[src/rtl/wb_arbiter_if.sv]
// Bus bundle for the writeback arbiter: ALU and multi-cycle result inputs,
// registered regfile write port and status outputs.
interface wb_arbiter_if;
  logic        alu_valid;
  logic [4:0]  alu_waddr;
  logic [31:0] alu_wdata;
  logic        mc_valid;
  logic        mc_ready;
  logic [4:0]  mc_waddr;
  logic [31:0] mc_wdata;
  logic        wena;
  logic [4:0]  waddr;
  logic [31:0] wdata;
  logic        alu_stall;
  logic [31:0] pend_mask;
  logic [1:0]  q_count;

  modport slave (
    input  alu_valid, alu_waddr, alu_wdata, mc_valid, mc_waddr, mc_wdata,
    output mc_ready, wena, waddr, wdata, alu_stall, pend_mask, q_count
  );

  modport master (
    output alu_valid, alu_waddr, alu_wdata, mc_valid, mc_waddr, mc_wdata,
    input  mc_ready, wena, waddr, wdata, alu_stall, pend_mask, q_count
  );
endinterface

[src/rtl/wb_arbiter.sv]
// Writeback arbiter: merges the un-stallable ALU result stream with a 2-entry
// queue of multi-cycle results onto one registered regfile write port.
module wb_arbiter #(
  parameter int STARVE_MAX = 3
) (
  input logic       clk,
  input logic       rst,
  wb_arbiter_if.slave bus
);

  localparam int SW = (STARVE_MAX < 1) ? 1 : $clog2(STARVE_MAX + 1);

  // Queue is kept compacted: entry 0 is the head, entry 1 valid only if entry 0 is.
  logic [1:0]  q_vld, n_vld;
  logic [4:0]  q_addr [2];
  logic [4:0]  n_addr [2];
  logic [31:0] q_data [2];
  logic [31:0] n_data [2];

  logic [SW-1:0] starve_cnt, n_starve;
  logic          stall_q, n_stall;
  logic          wena_q, n_wena;
  logic [4:0]    waddr_q, n_waddr;
  logic [31:0]   wdata_q, n_wdata;
  logic [31:0]   pend_q, n_pend;

  logic       alu_win, mc_acc, mc_keep, q_empty, pop, bypass, push;
  logic [1:0] surv;

  assign bus.mc_ready  = !(q_vld[0] && q_vld[1]);
  assign bus.q_count   = {q_vld[0] & q_vld[1], q_vld[0] ^ q_vld[1]};
  assign bus.wena      = wena_q;
  assign bus.waddr     = waddr_q;
  assign bus.wdata     = wdata_q;
  assign bus.alu_stall = stall_q;
  assign bus.pend_mask = pend_q;

  always_comb begin
    alu_win = bus.alu_valid && !stall_q && (bus.alu_waddr != 5'd0);
    mc_acc  = bus.mc_valid && bus.mc_ready;
    // An mc result to the register the winning ALU writes is already stale.
    mc_keep = mc_acc && (bus.mc_waddr != 5'd0) &&
              !(alu_win && (bus.mc_waddr == bus.alu_waddr));
    q_empty = !q_vld[0];
    for (int i = 0; i < 2; i++)
      surv[i] = q_vld[i] && !(alu_win && (q_addr[i] == bus.alu_waddr));
    pop    = !alu_win && !q_empty;
    bypass = !alu_win && q_empty && mc_keep;
    push   = mc_keep && !bypass;

    n_vld  = 2'b00;
    n_addr = q_addr;
    n_data = q_data;
    if (pop) begin
      n_vld[0]  = q_vld[1];
      n_addr[0] = q_addr[1];
      n_data[0] = q_data[1];
    end else if (surv[0]) begin
      n_vld[0] = 1'b1;
      n_vld[1] = surv[1];
    end else if (surv[1]) begin
      n_vld[0]  = 1'b1;
      n_addr[0] = q_addr[1];
      n_data[0] = q_data[1];
    end
    if (push) begin
      if (!n_vld[0]) begin
        n_vld[0]  = 1'b1;
        n_addr[0] = bus.mc_waddr;
        n_data[0] = bus.mc_wdata;
      end else begin
        n_vld[1]  = 1'b1;
        n_addr[1] = bus.mc_waddr;
        n_data[1] = bus.mc_wdata;
      end
    end

    n_wena  = alu_win || pop || bypass;
    n_waddr = waddr_q;
    n_wdata = wdata_q;
    if (alu_win) begin
      n_waddr = bus.alu_waddr;
      n_wdata = bus.alu_wdata;
    end else if (pop) begin
      n_waddr = q_addr[0];
      n_wdata = q_data[0];
    end else if (bypass) begin
      n_waddr = bus.mc_waddr;
      n_wdata = bus.mc_wdata;
    end

    if (pop || q_empty)
      n_starve = '0;
    else if (alu_win)
      n_starve = starve_cnt + SW'(1);
    else
      n_starve = starve_cnt;
    // No point stalling the ALU if nothing is left queued to drain.
    n_stall = (n_starve == SW'(STARVE_MAX)) && n_vld[0];

    n_pend = '0;
    for (int i = 0; i < 2; i++)
      if (n_vld[i]) n_pend = n_pend | (32'(1) << n_addr[i]);
    if (n_wena) n_pend = n_pend | (32'(1) << n_waddr);
  end

  always_ff @(posedge clk) begin
    if (!rst) begin
      q_vld      <= 2'b00;
      q_addr[0]  <= '0;
      q_addr[1]  <= '0;
      q_data[0]  <= '0;
      q_data[1]  <= '0;
      starve_cnt <= '0;
      stall_q    <= 1'b0;
      wena_q     <= 1'b0;
      waddr_q    <= '0;
      wdata_q    <= '0;
      pend_q     <= '0;
    end else begin
      q_vld      <= n_vld;
      q_addr[0]  <= n_addr[0];
      q_addr[1]  <= n_addr[1];
      q_data[0]  <= n_data[0];
      q_data[1]  <= n_data[1];
      starve_cnt <= n_starve;
      stall_q    <= n_stall;
      wena_q     <= n_wena;
      waddr_q    <= n_waddr;
      wdata_q    <= n_wdata;
      pend_q     <= n_pend;
    end
  end

endmodule

[src/flat_wrapper.sv]
// flat-port wrapper written by rule: the top's interface ports become plain ports
module wb_arbiter_flat 
#(
  parameter int STARVE_MAX = 3
)
  (clk, rst, bus_alu_valid, bus_alu_waddr, bus_alu_wdata, bus_mc_valid, bus_mc_waddr, bus_mc_wdata, bus_mc_ready, bus_wena, bus_waddr, bus_wdata, bus_alu_stall, bus_pend_mask, bus_q_count);
  wb_arbiter_if bus_i ();
  input logic clk;
  input logic rst;
  input wire logic [$bits(bus_i.alu_valid)-1:0] bus_alu_valid;
  input wire logic [$bits(bus_i.alu_waddr)-1:0] bus_alu_waddr;
  input wire logic [$bits(bus_i.alu_wdata)-1:0] bus_alu_wdata;
  input wire logic [$bits(bus_i.mc_valid)-1:0] bus_mc_valid;
  input wire logic [$bits(bus_i.mc_waddr)-1:0] bus_mc_waddr;
  input wire logic [$bits(bus_i.mc_wdata)-1:0] bus_mc_wdata;
  output wire logic [$bits(bus_i.mc_ready)-1:0] bus_mc_ready;
  output wire logic [$bits(bus_i.wena)-1:0] bus_wena;
  output wire logic [$bits(bus_i.waddr)-1:0] bus_waddr;
  output wire logic [$bits(bus_i.wdata)-1:0] bus_wdata;
  output wire logic [$bits(bus_i.alu_stall)-1:0] bus_alu_stall;
  output wire logic [$bits(bus_i.pend_mask)-1:0] bus_pend_mask;
  output wire logic [$bits(bus_i.q_count)-1:0] bus_q_count;
  assign bus_i.alu_valid = bus_alu_valid;
  assign bus_i.alu_waddr = bus_alu_waddr;
  assign bus_i.alu_wdata = bus_alu_wdata;
  assign bus_i.mc_valid = bus_mc_valid;
  assign bus_i.mc_waddr = bus_mc_waddr;
  assign bus_i.mc_wdata = bus_mc_wdata;
  assign bus_mc_ready = bus_i.mc_ready;
  assign bus_wena = bus_i.wena;
  assign bus_waddr = bus_i.waddr;
  assign bus_wdata = bus_i.wdata;
  assign bus_alu_stall = bus_i.alu_stall;
  assign bus_pend_mask = bus_i.pend_mask;
  assign bus_q_count = bus_i.q_count;
  wb_arbiter #(.STARVE_MAX(STARVE_MAX)) u_core (.clk(clk), .rst(rst), .bus(bus_i));
endmodule
[config.mk]
export PLATFORM = sky130hd
export DESIGN_NAME = wb_arbiter_flat
export DESIGN_NICKNAME = d
export VERILOG_FILES = /design/src/rtl/wb_arbiter_if.sv /design/src/rtl/wb_arbiter.sv /design/src/flat_wrapper.sv
export SDC_FILE = /design/constraint.sdc
export NUM_CORES = 1
export LEC_CHECK = 0
export BUFFER_PORTS_ARGS = -buffer_cell sky130_fd_sc_hd__buf_4
export CAP_MARGIN = 5
export CORE_MARGIN = 4
export CORE_UTILIZATION = 55
export DETAILED_ROUTE_END_ITERATION = 6
export GPL_TIMING_DRIVEN = 1
export PLACE_DENSITY = 0.8
export SLEW_MARGIN = 30
export SYNTH_ARGS = -nofsm -noshare
export SYNTH_HDL_FRONTEND = slang
export SYNTH_SLANG_ARGS = --single-unit
[constraint.sdc]
create_clock -name clk -period 3.5 [get_ports clk]
set_clock_uncertainty 0.15 [all_clocks]
set_input_delay 0.7 -clock clk [delete_from_list [all_inputs] [get_ports clk]]
set_output_delay 0.7 -clock clk [all_outputs]
set_load 0.01 [all_outputs]
==> results by group <==
Run status
  – Status: finished, final reports clean

Cells and area
  – Share of layout cells above drive strength 1: 0.251
  – Diodes inserted: 0
  – Syn-to-layout area delta: 27.5%
  – Fin cells: 1214
  – Nets: ~1.1k
  – # fillers: about 1.1k

Detailed routing
  – Drt wl/cell: 18.2 µm
  – Antenna Nets Post-Route: 0
  – Total number of vias: just over 7k
  – Post-Route WL: 22.0 mm
  – First-pass DRT Iterations: 6
  – Starting DRC count in detailed routing: 589
  – Via density: 5.95
  – DRC: 0

Power and ir drop
  – Total power: 0.00461 W
  – Leak: 3.59 nW
  – Maximum VDD drop: 0.000312 V
  – Pwr per Cell Area: 494 mW/mm²

STA
  – RSZ-0062 raised after global routing: no
  – Fmax: 304 MHz
  – Final slew viol count: 0
  – Final Hold Fails: 0
  – Worst slew pin tran: 0.897 ns
  – Setup violations, final: 0
  – Post-Route Setup TNS: 0 ns
  – Worst Hold Slack: between 0.3 and 0.4 ns
  – Slack of the critical path: 0.216 ns
  – Max-slew headroom at the worst pin: 0.401
  – Fin crit period: between 3 and 4 ns
  – Fin crit share: 0.938

Placement
  – Dpl cells: 1183
  – Buffers on Ports: 151
  – RD Place Congestion: 1.00
  – Setup WS pre-CTS: 0.0362 ns
  – Dpl hpwl: 15.1 mm

Worst setup path
  – CP required: 3.62 ns
  – FF-to-FF setup slack: about 0.22 ns
  – Critical Path Sink Type: flip-flop
  – Worst Setup Path Type: reg2reg
  – Crit path DAT: 3.41 ns
  – Worst setup SP type: flip-flop
  – Reg2reg path depth: 8
  – Critical-path maximum fanout: 46

Floorplan
  – Die ar.: 0.0152 mm²
  – Starting density of the core: 0.571
  – Cell Rows: slightly above 40
  – Ports: 152
  – Die height: 123 µm
  – Die width: 123 µm
  – CORE AREA: 0.0128 mm²

Hold path
  – Hold Path Class: reg2reg
  – Worst hold path stage count: 2

Global routing
  – Largest net degree at the start of global routing: 69
  – Global Route Usage Sum: 0.291
  – Gr ovfl total: 0
  – First-pass GRT wire length: ~35 mm
  – Initial antenna violation count: 0
  – Number of global-route vias before repair: between 6k and 7k

Logic synthesis
  – Most common cell in the synthesized netlist: nand2_1
  – Main flop type after synthesis: dfxtp_1
  – Syn_nets: 970
  – Top cells by area, synth: dfxtp_1 41%, nand2_1 8.9%, nor2_1 6.0%
  – Async SR Flop Fraction: 0
  – Post-Synthesis Cells: between 800 and 900
  – Syn Area/Cell: roughly 8.2 µm²
  – Post-synth top cells: 174 x nand2_1, 149 x dfxtp_1, 118 x nor2_1, 77 x a21oi_1, 42 x clkbuf_1
  – Post-synth top area share: 0.407
  – Post-synth EDFFs: 0
  – Leading area contributor after synthesis: dfxtp_1
  – Yosys warns: 0
  – Mapped Area: between 0.007 and 0.008 mm²
  – Distinct cells, synth: 73
  – Share of the yosys chip area belonging to registers: 0.407
  – Yosys reg bits: approximately 150

Clock tree
  – Num CTS Buffers: 17
  – CTS tree: done
  – Clock-pin slew on the worst setup and hold paths: 0.06 ns
  – Clk buf depth: 2
  – Clk root buf: clkbuf_16
  – PostCTS Resize Cnt: 0
  – Setup bufs post-CTS: 0
  – Clk_lat worst skew: 0.44 ns
  – CTS Sinks: 149
  – Hold_buf cts: 0
  – H-Tree Depth: 4

Flow run
  – # Max-Cap Violations: 0
power by group:
part / leakage (nW) / internal [W] / switching (W)
Sequential: 1.22 / 0.00179 / 0.0000558
Combinational: 2.06 / 0.000331 / 0.000452
Clock: 0.309 / 0.00122 / 0.000759
flip-flops by register name (all words and copies together) (netlist names):
signal,flops
u_core.starve_cnt,2
u_core.bus.pend_mask,32
u_core.q_addr,10
u_core.q_vld,2
u_core.bus.waddr,5
u_core.bus.alu_stall,1
u_core.bus.wena,1
u_core.q_data,64
u_core.bus.wdata,32
layout make-up:
class | count | area (µm²) | area share
Clock inverter | 13 | 196 | 0.0210
Inverter | 6 | 25.0 | 0.00268
Sequential cell | 149 | 2980 | 0.319
Timing Repair Buffer | 194 | 1480 | 0.159
Multi-Input combinational cell | 662 | 4000 | 0.428
Clock buffer | 18 | 439 | 0.0470
Tap cell | 172 | 215 | 0.0230
path summary, 6_finish.rpt:
kind	from	end
hold reg to reg	u_core.q_data[7]$_SDFFE_PN0P_	u_core.q_data[7]$_SDFFE_PN0P_
hold / removal	u_core.q_data[7]$_SDFFE_PN0P_	u_core.q_data[7]$_SDFFE_PN0P_
setup / recovery	u_core.q_vld[0]$_SDFF_PN0_	u_core.bus.pend_mask[0]$_SDFF_PN0_
setup reg to reg	u_core.q_vld[0]$_SDFF_PN0_	u_core.bus.pend_mask[0]$_SDFF_PN0_
placed cells by master, fill, tap and decap left out, types with 4 or more instances in the layout:
cell       count
o22ai_1       21
o22a_1        12
nand2_1      174
o21ai_0        5
nor2_2         4
bufinv_16      4
nand3b_1       4
xor2_1         8
dfxtp_1      148
a311oi_1      33
buf_4        192
o221ai_1      16
o32a_1         5
mux2i_1       38
clkbuf_16     17
xnor2_1        8
nor2_1       117
and2_1         4
a211oi_1      34
nand2b_1       9
inv_1          5
nor3_1         8
a21oi_1       77
nand3_1       15
or3_1          4
worst max-delay path: stages, from the launching register on:
cell	delay, ns
dfxtp_2	0.33
buf_4	0.59
o311ai_2	0.49
buf_4	0.30
a211oi_4	0.48
nor3_1	0.12
a21oi_1	0.34
o32a_1	0.24
o22ai_1	0.09
metal layers:
layer	global-route usage	routed length [µm]	vias to the layer above
met5	0	0	-
met1	0.363	9070	3353
met4	0.143	855	0
li1	-	-	3474
met2	0.461	10200	334
met3	0.0814	1890	68
kinds of logic (layout without fill, tap and decap cells):
| logic type | after synthesis | after routing | share of synthesized area |
|---|---|---|---|
| AND/OR/NAND/NOR | 357 | 357 | 0.206 |
| AO/OA/AOI/OAI | 248 | 248 | 0.263 |
| flip-flops | 149 | 149 | 0.407 |
| buffers and inverters | 80 | 231 | 0.0485 |
| multiplexers | 39 | 39 | 0.0535 |
| XOR/XNOR | 16 | 16 | 0.0191 |
| adder cells (fa/ha/maj) | 2 | 2 | 0.00307 |
per-stage QoR:
step / util / cell area (µm²)
floorplan: - / 7330
global placement: 0.679 / 8710
detailed placement: 0.679 / 8710
CTS: 0.729 / 9340
global route: 0.729 / 9340
finish: 0.729 / 9340
Note: power is estimated with default switching activity, not from simulation.
